[config.mk]
export PLATFORM = sky130hd
export DESIGN_NAME = axi4lite_mem_ctrl_flat
export DESIGN_NICKNAME = d
export VERILOG_FILES = /design/src/rtl/axi4lite_mem_ctrl_if.sv /design/src/rtl/axi4lite_mem_ctrl.sv /design/src/flat_wrapper.sv
export SDC_FILE = /design/constraint.sdc
export NUM_CORES = 1
export LEC_CHECK = 0
export ABC_AREA = 1
export BUFFER_PORTS_ARGS = -buffer_cell sky130_fd_sc_hd__buf_2
export CAP_MARGIN = 20
export CORE_MARGIN = 10
export CORE_UTILIZATION = 41
export DETAILED_ROUTE_END_ITERATION = 8
export GPL_TIMING_DRIVEN = 0
export PLACE_DENSITY = 0.95
export RECOVER_POWER = 100
export SYNTH_ARGS = -nofsm -noshare
export SYNTH_HDL_FRONTEND = slang
export SYNTH_SLANG_ARGS = --single-unit
[constraint.sdc]
create_clock -name clk -period 1.6 [get_ports clk]
set_input_delay 0.4 -clock clk [delete_from_list [all_inputs] [get_ports clk]]
set_output_delay 0.4 -clock clk [all_outputs]
set_load 0.01 [all_outputs]
[src/rtl/axi4lite_mem_ctrl_if.sv]
// axi4lite_mem_ctrl_if: AXI4-Lite five-channel bundle between a bus master and the memory front end.
interface axi4lite_mem_ctrl_if #(
    parameter int dataWidth    = 32,
    parameter int axiAddrWidth = 32
);
    localparam int strbWidth = dataWidth / 8;
    logic                    AWVALID;
    logic                    AWREADY;
    logic [axiAddrWidth-1:0] AWADDR;
    logic                    WVALID;
    logic                    WREADY;
    logic [dataWidth-1:0]    WDATA;
    logic [strbWidth-1:0]    WSTRB;
    logic                    BVALID;
    logic                    BREADY;
    logic [1:0]              BRESP;
    logic                    ARVALID;
    logic                    ARREADY;
    logic [axiAddrWidth-1:0] ARADDR;
    logic                    RVALID;
    logic                    RREADY;
    logic [dataWidth-1:0]    RDATA;
    logic [1:0]              RRESP;
    modport master (
        output AWVALID, AWADDR, WVALID, WDATA, WSTRB, BREADY, ARVALID, ARADDR, RREADY,
        input  AWREADY, WREADY, BVALID, BRESP, ARREADY, RVALID, RDATA, RRESP
    );
    modport slave (
        input  AWVALID, AWADDR, WVALID, WDATA, WSTRB, BREADY, ARVALID, ARADDR, RREADY,
        output AWREADY, WREADY, BVALID, BRESP, ARREADY, RVALID, RDATA, RRESP
    );
endinterface

[src/rtl/axi4lite_mem_ctrl.sv]
// axi4lite_mem_ctrl: AXI4-Lite slave driving a byte-strobed word memory with independent read/write FSMs.
module axi4lite_mem_ctrl #(
    parameter int dataWidth    = 32,
    parameter int dataDepth    = 64,
    parameter int addrWidth    = $clog2(dataDepth),
    parameter int strbWidth    = dataWidth / 8,
    parameter int axiAddrWidth = 32
) (
    input  logic                  clk,
    input  logic                  reset,
    axi4lite_mem_ctrl_if.slave    axi,
    output logic                  mem_WEN,
    output logic [addrWidth-1:0]  mem_AWADDR,
    output logic [strbWidth-1:0]  mem_WSTRB,
    output logic [dataWidth-1:0]  mem_WDATA,
    output logic                  mem_REN,
    output logic [addrWidth-1:0]  mem_ARADDR,
    input  logic [dataWidth-1:0]  mem_RDATA
);
    localparam int LSB = $clog2(strbWidth);

    typedef enum logic [1:0] {W_IDLE, W_EXEC, W_RESP} w_state_t;
    typedef enum logic [1:0] {R_IDLE, R_MEM, R_VALID} r_state_t;

    function automatic logic [addrWidth-1:0] f_idx(input logic [axiAddrWidth-1:0] a);
        return a[LSB +: addrWidth];
    endfunction

    function automatic logic f_oor(input logic [axiAddrWidth-1:0] a);
        return (a >> (addrWidth + LSB)) != '0;
    endfunction

    w_state_t             r_wstate, w_wstate_n;
    logic                 r_aw_held, w_aw_held_n, r_w_held, w_w_held_n;
    logic [addrWidth-1:0] r_aw_idx, w_aw_idx_n;
    logic                 r_aw_oor, w_aw_oor_n;
    logic [dataWidth-1:0] r_wdata, w_wdata_n;
    logic [strbWidth-1:0] r_wstrb, w_wstrb_n;
    logic                 r_awready, w_awready_n, r_wready, w_wready_n;
    logic                 r_bvalid, w_bvalid_n, r_wen, w_wen_n;
    logic [1:0]           r_bresp, w_bresp_n;
    logic                 w_aw_hs, w_w_hs, w_b_hs;

    r_state_t             r_rstate, w_rstate_n;
    logic [addrWidth-1:0] r_ar_idx, w_ar_idx_n;
    logic                 r_ar_oor, w_ar_oor_n;
    logic                 r_arready, w_arready_n, r_ren, w_ren_n, r_rvalid, w_rvalid_n;
    logic [1:0]           r_rresp, w_rresp_n;
    logic                 w_ar_hs, w_r_hs;

    // Registered outputs are derived from next-state values so they line up with the state they describe.
    always_comb begin
        w_aw_hs     = axi.AWVALID && r_awready;
        w_w_hs      = axi.WVALID && r_wready;
        w_b_hs      = r_bvalid && axi.BREADY;
        w_aw_held_n = !w_b_hs && (r_aw_held || w_aw_hs);
        w_w_held_n  = !w_b_hs && (r_w_held || w_w_hs);
        w_aw_idx_n  = w_aw_hs ? f_idx(axi.AWADDR) : r_aw_idx;
        w_aw_oor_n  = w_aw_hs ? f_oor(axi.AWADDR) : r_aw_oor;
        w_wdata_n   = w_w_hs ? axi.WDATA : r_wdata;
        w_wstrb_n   = w_w_hs ? axi.WSTRB : r_wstrb;
        w_wstate_n  = (r_wstate == W_IDLE && w_aw_held_n && w_w_held_n) ? W_EXEC :
                      (r_wstate == W_EXEC)                              ? W_RESP :
                      (r_wstate == W_RESP && w_b_hs)                    ? W_IDLE : r_wstate;
        w_awready_n = (w_wstate_n == W_IDLE) && !w_aw_held_n;
        w_wready_n  = (w_wstate_n == W_IDLE) && !w_w_held_n;
        w_wen_n     = (w_wstate_n == W_EXEC) && !w_aw_oor_n;
        w_bvalid_n  = (w_wstate_n == W_RESP);
        w_bresp_n   = (w_bvalid_n && w_aw_oor_n) ? 2'b10 : 2'b00;
    end

    always_comb begin
        w_ar_hs     = axi.ARVALID && r_arready;
        w_r_hs      = r_rvalid && axi.RREADY;
        w_ar_idx_n  = w_ar_hs ? f_idx(axi.ARADDR) : r_ar_idx;
        w_ar_oor_n  = w_ar_hs ? f_oor(axi.ARADDR) : r_ar_oor;
        w_rstate_n  = (r_rstate == R_IDLE && w_ar_hs)  ? R_MEM   :
                      (r_rstate == R_MEM)              ? R_VALID :
                      (r_rstate == R_VALID && w_r_hs)  ? R_IDLE  : r_rstate;
        w_arready_n = (w_rstate_n == R_IDLE);
        w_ren_n     = (w_rstate_n == R_MEM) && !w_ar_oor_n;
        w_rvalid_n  = (w_rstate_n == R_VALID);
        w_rresp_n   = (w_rvalid_n && w_ar_oor_n) ? 2'b10 : 2'b00;
    end

    always_ff @(posedge clk) begin
        if (!reset) begin
            r_wstate  <= W_IDLE;
            r_aw_held <= 1'b0;
            r_w_held  <= 1'b0;
            r_aw_idx  <= '0;
            r_aw_oor  <= 1'b0;
            r_wdata   <= '0;
            r_wstrb   <= '0;
            r_awready <= 1'b0;
            r_wready  <= 1'b0;
            r_bvalid  <= 1'b0;
            r_bresp   <= 2'b00;
            r_wen     <= 1'b0;
        end else begin
            r_wstate  <= w_wstate_n;
            r_aw_held <= w_aw_held_n;
            r_w_held  <= w_w_held_n;
            r_aw_idx  <= w_aw_idx_n;
            r_aw_oor  <= w_aw_oor_n;
            r_wdata   <= w_wdata_n;
            r_wstrb   <= w_wstrb_n;
            r_awready <= w_awready_n;
            r_wready  <= w_wready_n;
            r_bvalid  <= w_bvalid_n;
            r_bresp   <= w_bresp_n;
            r_wen     <= w_wen_n;
        end
    end

    always_ff @(posedge clk) begin
        if (!reset) begin
            r_rstate  <= R_IDLE;
            r_ar_idx  <= '0;
            r_ar_oor  <= 1'b0;
            r_arready <= 1'b0;
            r_ren     <= 1'b0;
            r_rvalid  <= 1'b0;
            r_rresp   <= 2'b00;
        end else begin
            r_rstate  <= w_rstate_n;
            r_ar_idx  <= w_ar_idx_n;
            r_ar_oor  <= w_ar_oor_n;
            r_arready <= w_arready_n;
            r_ren     <= w_ren_n;
            r_rvalid  <= w_rvalid_n;
            r_rresp   <= w_rresp_n;
        end
    end

    assign axi.AWREADY = r_awready;
    assign axi.WREADY  = r_wready;
    assign axi.BVALID  = r_bvalid;
    assign axi.BRESP   = r_bresp;
    assign axi.ARREADY = r_arready;
    assign axi.RVALID  = r_rvalid;
    assign axi.RRESP   = r_rresp;
    // Memory output is registered and not re-read while RVALID is up, so passing it through stays stable.
    assign axi.RDATA   = (r_rvalid && !r_ar_oor) ? mem_RDATA : '0;
    assign mem_WEN     = r_wen;
    assign mem_AWADDR  = r_aw_idx;
    assign mem_WSTRB   = r_wstrb;
    assign mem_WDATA   = r_wdata;
    assign mem_REN     = r_ren;
    assign mem_ARADDR  = r_ar_idx;
endmodule

[src/flat_wrapper.sv]
// flat-port wrapper written by rule: the top's interface ports become plain ports
module axi4lite_mem_ctrl_flat 
#(
    parameter int dataWidth    = 32,
    parameter int dataDepth    = 64,
    parameter int addrWidth    = $clog2(dataDepth),
    parameter int strbWidth    = dataWidth / 8,
    parameter int axiAddrWidth = 32
)
  (clk, reset, mem_WEN, mem_AWADDR, mem_WSTRB, mem_WDATA, mem_REN, mem_ARADDR, mem_RDATA, axi_AWVALID, axi_AWADDR, axi_WVALID, axi_WDATA, axi_WSTRB, axi_BREADY, axi_ARVALID, axi_ARADDR, axi_RREADY, axi_AWREADY, axi_WREADY, axi_BVALID, axi_BRESP, axi_ARREADY, axi_RVALID, axi_RDATA, axi_RRESP);
  axi4lite_mem_ctrl_if #(.dataWidth(dataWidth), .axiAddrWidth(axiAddrWidth)) axi_i ();
  input  logic clk;
  input  logic reset;
  output logic mem_WEN;
  output logic [addrWidth-1:0] mem_AWADDR;
  output logic [strbWidth-1:0] mem_WSTRB;
  output logic [dataWidth-1:0] mem_WDATA;
  output logic mem_REN;
  output logic [addrWidth-1:0] mem_ARADDR;
  input  logic [dataWidth-1:0] mem_RDATA;
  input wire logic [$bits(axi_i.AWVALID)-1:0] axi_AWVALID;
  input wire logic [$bits(axi_i.AWADDR)-1:0] axi_AWADDR;
  input wire logic [$bits(axi_i.WVALID)-1:0] axi_WVALID;
  input wire logic [$bits(axi_i.WDATA)-1:0] axi_WDATA;
  input wire logic [$bits(axi_i.WSTRB)-1:0] axi_WSTRB;
  input wire logic [$bits(axi_i.BREADY)-1:0] axi_BREADY;
  input wire logic [$bits(axi_i.ARVALID)-1:0] axi_ARVALID;
  input wire logic [$bits(axi_i.ARADDR)-1:0] axi_ARADDR;
  input wire logic [$bits(axi_i.RREADY)-1:0] axi_RREADY;
  output wire logic [$bits(axi_i.AWREADY)-1:0] axi_AWREADY;
  output wire logic [$bits(axi_i.WREADY)-1:0] axi_WREADY;
  output wire logic [$bits(axi_i.BVALID)-1:0] axi_BVALID;
  output wire logic [$bits(axi_i.BRESP)-1:0] axi_BRESP;
  output wire logic [$bits(axi_i.ARREADY)-1:0] axi_ARREADY;
  output wire logic [$bits(axi_i.RVALID)-1:0] axi_RVALID;
  output wire logic [$bits(axi_i.RDATA)-1:0] axi_RDATA;
  output wire logic [$bits(axi_i.RRESP)-1:0] axi_RRESP;
  assign axi_i.AWVALID = axi_AWVALID;
  assign axi_i.AWADDR = axi_AWADDR;
  assign axi_i.WVALID = axi_WVALID;
  assign axi_i.WDATA = axi_WDATA;
  assign axi_i.WSTRB = axi_WSTRB;
  assign axi_i.BREADY = axi_BREADY;
  assign axi_i.ARVALID = axi_ARVALID;
  assign axi_i.ARADDR = axi_ARADDR;
  assign axi_i.RREADY = axi_RREADY;
  assign axi_AWREADY = axi_i.AWREADY;
  assign axi_WREADY = axi_i.WREADY;
  assign axi_BVALID = axi_i.BVALID;
  assign axi_BRESP = axi_i.BRESP;
  assign axi_ARREADY = axi_i.ARREADY;
  assign axi_RVALID = axi_i.RVALID;
  assign axi_RDATA = axi_i.RDATA;
  assign axi_RRESP = axi_i.RRESP;
  axi4lite_mem_ctrl #(.dataWidth(dataWidth), .dataDepth(dataDepth), .addrWidth(addrWidth), .strbWidth(strbWidth), .axiAddrWidth(axiAddrWidth)) u_core (.clk(clk), .reset(reset), .axi(axi_i), .mem_WEN(mem_WEN), .mem_AWADDR(mem_AWADDR), .mem_WSTRB(mem_WSTRB), .mem_WDATA(mem_WDATA), .mem_REN(mem_REN), .mem_ARADDR(mem_ARADDR), .mem_RDATA(mem_RDATA));
endmodule
==> run_results.csv, run 1 <==
group,metric,value,unit
sta,setup_viol,0,
floorplan,ios,230,
floorplan,die_w,101,µm
routing,antenna_left,0,
clock_network,numCtsBuffers,9,
place,pre_cts_slack,0.198,ns
grt,grt_use_met2,35.7,%
critical_path,cp_slowest_stage_delay,0.32,ns
min_path,min_path_type,"input port to flip-flop",
routing,avgRoutedWirePerCell,14.3,µm
sta,fmax,637,MHz
clock_network,cts_root_buf,"clkbuf_8",
routing,vias_per_cell,4.53,
power_and_ir_drop,p_per_area,974,nW/µm²
sta,slew_viol_final,0,
place,placed_area,3890,µm²
routing,drc,0,
power_and_ir_drop,peakVddDrop,918,µV
clock_network,clk_path_buf_depth,2,
power_and_ir_drop,leakage,2.38,nW
critical_path,worstReg2RegStart,"u_core.axi.AWREADY$_SDFF_PN0_",
critical_path,cpMaxStageDelayCell,"dfxtp_1",
finish,antennaDiodeCount,0,
sta,finalCritPeriodShare,98.1,%
critical_path,start_kind,"flip-flop",
logic_synthesis,synth_seq_area_share,48.6,%
finish,layout.cells.non_filler,718,
clock_network,postCtsHoldBufs,0,
logic_synthesis,netlist_area,2680,µm²
place,io_buffers,223,
critical_path,rr_endpoint,"u_core.axi.WREADY$_SDFF_PN0_",
grt,use_met3,7.41,%
grt,grt_max_degree,12,
routing,dr.pass1.iters,4,
sta,fin_ws,0.0297,ns
critical_path,ff2ff_path_depth,7,
grt,grt_pass1_wl,15500,µm
min_path,hold_path_end,"u_core.mem_WDATA[29]$_SDFFE_PN0P_",
grt,grt_usage,18.6,%
clock_network,cts_max_level,3,
flow_run,drv_cap,0,
place,dp_hpwl,8690,µm
critical_path,crit_chain,"inv_2 > nand2_4 > buf_6 > nor2_1 > buf_2",
floorplan,start_util,42.2,%
logic_synthesis,netlist_instances,400,
logic_synthesis,syn_avg_cell_area,6.70,µm²
place,gp_congestion,0.774,
routing,wl,10200,µm
critical_path,path_class,"flip-flop to primary output",
clock_network,cts_tree,"yes",
outcome,status,"finished, final reports clean",
min_path,hold_start,"axi_WDATA[29]",
finish,drive_above_1_share,40.6,%
grt,antenna_found_initial,0,
routing,drtIter0Drc,79,
critical_path,reg2reg_slack,0.37,ns
finish,num-fill-cells,555,
sta,finalSetupTns,0,ns
floorplan,die_y,101,µm
logic_synthesis,yosysWarnings,0,
critical_path,required,1.20,ns
grt,grt_pass1_vias,3255,
grt,met1_usage,17.8,%
grt,overflow,0,
sta,rsz0062_at_grt,"yes",
place,dpl.cell_count,701,
critical_path,cp_max_fo,10,
sta,fin_crit,1.57,ns
sta,finalHoldViolations,0,
finish,syn_to_final_growth,53.9,%
logic_synthesis,synth-seq-cells,65,
clock_network,clock-sinks,65,
grt,busiest_layer,"met2",
critical_path,crit_arrival,1.17,ns
clock_network,cts.clk_slew.worst_paths,0.07,ns
min_path,timing.hold.worst_path_depth,3,
logic_synthesis,ys_types,19,
critical_path,crit_path_end_kind,"primary output",
floorplan,dieArea,10200,µm²
routing,vias,3256,
clock_network,clk_latency,0.33,ns
finish,nets,775,
floorplan,core_area,6350,µm²
finish,fin_area,4120,µm²
sta,skew,0.00448,ns
floorplan,row_count,29,
==> worst max path at each step <==
stage                            startpoint                        endpoint  depth (start not counted)
2_1_floorplan  u_core.axi.RVALID$_SDFF_PN0_                   axi_RDATA[10]                          3
3_3_place_gp                    axi_ARVALID  u_core.axi.RRESP[1]$_SDFF_PN0_                          6
3_5_place_dp                    axi_ARVALID      u_core.r_ar_oor$_SDFF_PN0_                          6
4_1_cts          u_core.r_ar_oor$_SDFF_PN0_                   axi_RDATA[12]                          5
5_1_grt          u_core.r_ar_oor$_SDFF_PN0_                   axi_RDATA[20]                          5
6_report         u_core.r_ar_oor$_SDFF_PN0_                   axi_RDATA[12]                          5
==> what timing repair did <==
action                                  CTS  global route
endpoints found under the setup margin   30             8
gates cloned                              0             0
pin swaps                                 0             0
gates resized for setup                  10             4
setup buffers                             0             1
==> power by group <==
part / switching (mW) / internal, mW
registers: 0.0817 / 1.78
clock network: 0.593 / 0.638
logic: 0.519 / 0.399
total: 1.19 / 2.82
==> sequential cells by signal, indices dropped and copies added, names as in the netlist, 2 cells and up <==
| name | count |
|---|---|
| u_core.mem_WDATA | 32 |
| u_core.r_rstate | 2 |
| u_core.mem_WSTRB | 4 |
| u_core.r_wstate | 2 |
| u_core.mem_AWADDR | 6 |
| u_core.mem_ARADDR | 6 |
==> synth_stat cells, drive strengths merged <==
cell | instances | area (µm²)
nand2 | 33 | 131
and2 | 2 | 12.5
a21oi | 3 | 15.0
clkbuf | 8 | 31.3
buf | 8 | 45.0
inv | 48 | 185
nor2 | 179 | 672
dfxtp | 65 | 1300
o21ai | 49 | 257
o21bai | 2 | 15.0
nand3 | 1 | 5.00
nor3 | 1 | 5.00
conb | 1 | 3.75
==> critical path, delay by kind of cell, from the launching register on <==
family	cells	cell delay, ns
buffers and inverters	3	0.35
and+or+nand+nor	2	0.16
DFF	1	0.32
==> layout make-up <==
| cell class | instances | area [µm²] | share of cell area [%] |
|---|---|---|---|
| timing repair buffer | 224 | 1120 | 27.3 |
| tap | 77 | 96.3 | 2.34 |
| clock buffer | 11 | 151 | 3.67 |
| sequential | 65 | 1300 | 31.6 |
| buffer | 16 | 95.1 | 2.31 |
| multi-input combinational | 272 | 1140 | 27.6 |
| inverter | 48 | 185 | 4.49 |
| clock inverter | 5 | 30.0 | 0.729 |
==> cells by family after synthesis <==
| kind of cell | after synthesis | synth area share [%] |
|---|---|---|
| buffers and inverters | 64 | 9.76 |
| AOI/OAI and AO/OA | 54 | 10.7 |
| and+or+nand+nor | 216 | 30.8 |
| other | 1 | 0.140 |
| DFF | 65 | 48.6 |
==> metrics by stage <==
| stage | power [mW] | util, % | hold slack (ns) |
|---|---|---|---|
| 2_1_floorplan | 2.36 | - | 0.465 |
| 3_3_place_gp | 2.76 | 61.3 | 0.458 |
| 3_5_place_dp | 2.81 | 61.3 | 0.466 |
| 4_1_cts | 4.06 | 64.6 | 0.298 |
| 5_1_grt | 4.26 | 64.9 | 0.319 |
| 6_report | 4.01 | 64.9 | 0.314 |
==> layer usage <==
metal / vias to the layer above / routed length [µm]
li1: 1673 / -
met1: 1428 / 3530
met2: 147 / 5530
met3: 8 / 1080
met4: 0 / 88
met5: - / 0
==> cell usage in the layout (no fill, tap or decap), drive strengths merged <==
cell type,n
nor2,179
dfxtp,65
inv,48
nand2,33
nand3,1
conb,2
and2,2
a21oi,3
o21ai,49
o21bai,2
nor3,1
clkbuf,19
clkinvlp,2
clkinv,3
buf,232
(Power assumes the default switching activity.)
==> run 2: changes to the inputs <==
--- a/config.mk
+++ b/config.mk
@@ -14,6 +14,7 @@
 export GPL_TIMING_DRIVEN = 0
 export PLACE_DENSITY = 0.95
 export RECOVER_POWER = 100
+export SKIP_LAST_GASP = 1
 export SYNTH_ARGS = -nofsm -noshare
 export SYNTH_HDL_FRONTEND = slang
 export SYNTH_SLANG_ARGS = --single-unit
==> constraint.sdc (replaced) <==
create_clock -name clk -period 1.6 [get_ports clk]
set_input_delay 0.4 -clock clk [delete_from_list [all_inputs] [get_ports clk]]
set_output_delay 0.4 -clock clk [all_outputs]
set_load 0.1 [all_outputs]
==> run 2 against run 1 <==
The run now ends with setup timing left. Power up 46%. Clock power up 41%. Non-clock buffer count up 1. Clock-buffer cell count down 1. Routed wire length up 28%. Clock skew up 0.0039 ns. Combinational power up 150%. Die area unchanged. Critical path type unchanged. Largest power group is now combinational cells. Highest routed layer unchanged.
==> run_results.csv, run 2 (same netlist as run 1, synthesis figures left out) <==
group,metric,value,unit
place,dp_hpwl,9450,µm
critical_path,reg2reg_slack,0.07,ns
finish,regArea,1310,µm²
clock_network,cts_tree,"yes",
floorplan,die_y,101,µm
floorplan,row_count,29,
grt,overflow,0,
power_and_ir_drop,peakVddDrop,914,µV
routing,drtIter0Drc,116,
routing,drc,0,
sta,fmax,558,MHz
grt,grt_pass1_vias,3721,
power_and_ir_drop,switching_share,42.9,%
sta,fin_crit,1.79,ns
routing,antenna_left,0,
grt,grt_pass1_wl,19200,µm
sta,skew,0.00841,ns
power_and_ir_drop,share_comb_of_total_power,38.6,%
finish,largest_reg_flops,32,
finish,antennaDiodeCount,0,
place,io_buffers,223,
sta,rsz0062_at_grt,"yes",
critical_path,cp_max_fo,5,
floorplan,dieArea,10200,µm²
floorplan,start_util,42.2,%
outcome,failed_checks,"setup timing",
critical_path,cpMaxStageDelayCell,"dfxtp_2",
power_and_ir_drop,clockPowerShare,29.5,%
power_and_ir_drop,p_int,3.35,mW
finish,final_cell_mix,"158 x buf_2, 147 x nor2_1, 63 x dfxtp_1",
floorplan,ios,230,
critical_path,cp_num_buf_inv,3,
sta,finalCritPeriodShare,112,%
critical_path,path_class,"flip-flop to primary output",
critical_path,crit_path_frequent_cell,"buf_12",
critical_path,crit_chain,"inv_2 > nand2_8 > buf_12 > nor2_4 > buf_12",
min_path,min_path_type,"input port to flip-flop",
sta,fin_ws,-0.193,ns
routing,wl,13100,µm
routing,dr.pass1.iters,5,
floorplan,core_area,6350,µm²
clock_network,cts_root_buf,"clkbuf_8",
finish,multi_input_area,1360,µm²
outcome,status,"complete, but fails checks",
clock_network,numCtsBuffers,9,
routing,avgRoutedWirePerCell,18.2,µm
finish,final_common_cell,"buf_2",
sta,relSlewSlack,62.6,%
critical_path,start_kind,"flip-flop",
floorplan,die_w,101,µm
flow_run,drv_cap,0,
critical_path,crit_path_end_kind,"primary output",
clock_network,clk_latency,0.34,ns
finish,fin_util,77.6,%
sta,tightestPinTransition,0.563,ns
power_and_ir_drop,power_frac_seq,31.9,%
power_and_ir_drop,fin_total_pwr,5.86,mW
finish,nets,776,
grt,grt_usage,24.0,%
power_and_ir_drop,p_per_area,1190,nW/µm²
critical_path,cpLargestDelayFamily,"buffers and inverters",
critical_path,cp_slowest_stage_delay,0.34,ns
power_and_ir_drop,leakage,2.48,nW
sta,finalHoldViolations,0,
critical_path,crit_arrival,1.39,ns
routing,vias,3456,
sta,setup_viol,32,
finish,syn_to_final_growth,83.9,%
clock_network,postCtsHoldBufs,0,
grt,antenna_found_initial,0,
sta,finalSetupTns,-4.11,ns
grt,grt_max_degree,13,
power_and_ir_drop,power_switching,2.51,mW
clock_network,cts.clk_slew.worst_paths,0.08,ns
critical_path,required,1.20,ns
finish,drive_above_1_share,44.4,%
sta,slew_viol_final,0,
clock_network,clk_path_buf_depth,2,
clock_network,cts_max_level,3,
place,gp_congestion,0.899,
clock_network,clock-sinks,65,
routing,vias_per_cell,4.81,
finish,num-fill-cells,421,
run 2: cell types whose count changed in the layout (fill, tap and decap cells not counted), sizes merged:
| cell | change |
|---|---|
| clkinv | -1 |
| bufinv | +3 |
| clkinvlp | -2 |
| inv | +1 |
| buf | -36 |
| clkbuf | +36 |
run 2: metrics by stage:
step	setup WS [ns]	instances	area, µm²	hold WS, ns
floorplan	-0.162	401	2970	0.465
global route	-0.216	719	4930	0.310
CTS	-0.157	717	4910	0.297
detailed placement	-0.0650	701	4180	0.469
global placement	-0.0293	701	4180	0.458
finish	-0.193	719	4930	0.308
run 2: area by class of cell:
class	instances	area share (%)
clock buffers	10	2.79
inverters	48	3.66
clock inverters	6	2.31
repair buffers	225	33.0
well taps	77	1.96
multi-input cells	272	27.6
flip-flops and latches	65	26.5
plain buffers	16	2.16
run 2: final timing paths:
kind,cells after the start,endpoint,from
hold reg to reg,2,u_core.mem_WDATA[2]$_SDFFE_PN0P_,u_core.mem_WDATA[2]$_SDFFE_PN0P_
setup reg to reg,5,u_core.mem_WDATA[18]$_SDFFE_PN0P_,u_core.axi.WREADY$_SDFF_PN0_
setup / recovery,5,axi_RDATA[19],u_core.r_ar_oor$_SDFF_PN0_
hold / removal,3,u_core.mem_WDATA[17]$_SDFFE_PN0P_,axi_WDATA[17]
run 2: power by group through the flow:
stage | Combinational [mW] | Clock [mW] | Sequential [mW]
2_1_floorplan | 0.649 | 0 | 2.95
3_3_place_gp | 2.11 | 0 | 1.89
3_5_place_dp | 2.15 | 0 | 1.90
4_1_cts | 2.25 | 1.76 | 1.87
5_1_grt | 2.38 | 1.82 | 1.88
6_report | 2.26 | 1.73 | 1.87
run 2: what timing repair did:
| action | 4_1_cts | 5_1_grt |
|---|---|---|
| buffers inserted | 0 | 1 |
| endpoints found under the setup margin | 32 | 32 |
| gates cloned | 0 | 1 |
| pin swaps | 0 | 4 |
| resized for setup | 127 | 5 |
run 2: worst register-to-register path, cell delays in order, from the launching register on:
cell and delay [ns]:
dfxtp_1 0.36, nand2_1 0.19, inv_1 0.31, clkbuf_1 0.40, nor2_1 0.09, nor2_1 0.12
run 2: layer usage:
metal / GRT usage (%) / wire [µm] / vias to the layer above / part of all wire, %
li1: - / - / 1669 / -
met5: 0 / 0 / - / 0
met3: 10.0 / 1460 / 36 / 11
met1: 22.2 / 4420 / 1550 / 34
met4: 12.2 / 446 / 0 / 3.4
met2: 44.0 / 6780 / 201 / 52
==> run 3: changes to the inputs <==
--- a/config.mk
+++ b/config.mk
@@ -14,6 +14,7 @@
 export GPL_TIMING_DRIVEN = 0
 export PLACE_DENSITY = 0.95
 export RECOVER_POWER = 100
+export REMOVE_ABC_BUFFERS = 1
 export SKIP_LAST_GASP = 1
 export SYNTH_ARGS = -nofsm -noshare
 export SYNTH_HDL_FRONTEND = slang
==> constraint.sdc (replaced) <==
create_clock -name clk -period 2.3 [get_ports clk]
set_input_delay 0.575 -clock clk [delete_from_list [all_inputs] [get_ports clk]]
set_output_delay 0.575 -clock clk [all_outputs]
set_load 0.1 [all_outputs]
==> run 3 against run 2 <==
The run now ends clean. Cell count fell by 2.5%. Die area did not move. Power fell by 38%. Clock power fell by 45%. Global-route usage fell by 6.3 points. Register-to-register slack improved by 0.31 ns. Sequential share of layout area rose by 5.9 points.
==> run_results.csv, run 3 (same netlist as run 1, synthesis figures left out) <==
group,metric,value,unit
routing,drtIter0Drc,88,
sta,slew_viol_final,0,
critical_path,crit_chain,"nand2_4 > nor2_1 > clkbuf_2",
sta,finalCritPeriodShare,94.0,%
routing,vias,3174,
critical_path,required,1.73,ns
grt,antenna_found_initial,0,
clock_network,clock-sinks,65,
clock_network,cts.clk_slew.worst_paths,0.07,ns
critical_path,cpLargestDelayFamily,"buffers and inverters",
critical_path,cpMaxStageDelayCell,"clkbuf_2",
power_and_ir_drop,peakVddDrop,715,µV
finish,layout.cells.non_filler,701,
routing,wl,9990,µm
finish,fin_area,4020,µm²
finish,drive_above_1_share,38.6,%
power_and_ir_drop,fin_total_pwr,3.65,mW
clock_network,cts_tree,"yes",
grt,grt_max_degree,52,
sta,skew,0.00992,ns
clock_network,clk_path_buf_depth,2,
sta,fin_crit,2.16,ns
flow_run,drv_cap,0,
grt,overflow,0,
sta,rsz0062_at_grt,"no",
floorplan,die_y,101,µm
finish,regArea,1300,µm²
finish,num-fill-cells,572,
place,dp_hpwl,7950,µm
critical_path,cp_slowest_stage_delay,0.47,ns
floorplan,start_util,42.2,%
critical_path,crit_arrival,1.59,ns
routing,dr.pass1.iters,5,
sta,tightestPinTransition,0.810,ns
critical_path,crit_path_end_kind,"primary output",
routing,drc,0,
finish,antennaDiodeCount,0,
critical_path,cp_max_fo,32,
grt,grt_usage,17.7,%
floorplan,dieArea,10200,µm²
finish,nets,758,
place,gp_congestion,0.837,
finish,multi_input_area,1110,µm²
floorplan,die_w,101,µm
finish,syn_to_final_growth,50.0,%
clock_network,cts_root_buf,"clkbuf_8",
sta,finalHoldViolations,0,
sta,fmax,463,MHz
finish,final_cell_mix,"179 x nor2_1, 154 x buf_2, 65 x dfxtp_1",
routing,antenna_left,0,
clock_network,cts_max_level,3,
grt,grt_pass1_wl,14600,µm
floorplan,row_count,29,
critical_path,path_class,"flip-flop to primary output",
place,io_buffers,223,
place,placed_area,3820,µm²
floorplan,core_area,6350,µm²
routing,avgRoutedWirePerCell,14.3,µm
finish,final_common_cell,"nor2_1",
critical_path,start_kind,"flip-flop",
outcome,status,"finished, final reports clean",
grt,grt_pass1_vias,2975,
sta,finalSetupTns,0,ns
floorplan,ios,230,
clock_network,clk_latency,0.33,ns
sta,setup_viol,0,
finish,largest_reg_flops,32,
min_path,min_path_type,"flip-flop to flip-flop",
critical_path,cp_num_buf_inv,1,
clock_network,numCtsBuffers,9,
power_and_ir_drop,p_per_area,909,nW/µm²
power_and_ir_drop,leakage,2.27,nW
sta,relSlewSlack,46.0,%
place,dpl.cell_count,685,
routing,vias_per_cell,4.53,
-- run 3: cell type report --
type                            count  area share [%]
Inverter                           48            4.61
Clock inverter                      5            1.37
Multi-Input combinational cell    272            27.6
Timing Repair Buffer              223            28.1
Sequential cell                    65            32.4
Tap cell                           77            2.40
Clock buffer                       11            3.52
-- run 3: power by group --
part           internal [mW]  switching (mW)  total (mW)  leakage (nW)
combinational          0.253            1.16        1.41          1.64
clock                  0.526           0.417       0.943        0.0953
sequential              1.24          0.0579        1.30         0.533
total                   2.02            1.63        3.65          2.27
-- run 3: final timing paths --
path	startpoint	end	slack, ns	depth (start not counted)
hold reg to reg	u_core.mem_WDATA[26]$_SDFFE_PN0P_	u_core.mem_WDATA[26]$_SDFFE_PN0P_	0.48	2
setup reg to reg	u_core.axi.WREADY$_SDFF_PN0_	u_core.axi.AWREADY$_SDFF_PN0_	0.38	7
hold / removal	u_core.mem_WDATA[26]$_SDFFE_PN0P_	u_core.mem_WDATA[26]$_SDFFE_PN0P_	0.48	2
setup / recovery	u_core.axi.RVALID$_SDFF_PN0_	axi_RDATA[22]	0.14	3
-- run 3: metrics by stage --
step | hold WS (ns) | utilization, % | worst slack (ns)
floorplan | 0.465 | - | -1.35
global placement | 0.457 | 60.1 | 0.205
detailed placement | 0.465 | 60.1 | 0.122
CTS | 0.472 | 63.3 | 0.0323
global route | 0.478 | 63.3 | 0.0457
finish | 0.484 | 63.3 | 0.139
-- run 3: routing by layer --
layer	global-route usage [%]	vias up	wire (µm)
met5	0	-	0
met3	6.93	8	857
li1	-	1635	-
met4	4.35	0	71
met1	18.5	1396	3560
met2	32.2	135	5500
-- run 3: worst reg2reg max path, cell delays in order (launching register included) --
cell     delay (ns)
dfxtp_1        0.33
nand2_2        0.47
inv_6          0.24
o21ai_0        0.40
nor2_1         0.11
nor2_1         0.11
nand2_1        0.07
nor2_1         0.12
-- run 3: repair_timing --
item | CTS | global route
gates resized for setup | 1 | 18
pin swaps | 0 | 0
endpoints found under the setup margin | 32 | 32
hold buffers | 0 | 0
setup buffers | 0 | 0
gates cloned | 0 | 0
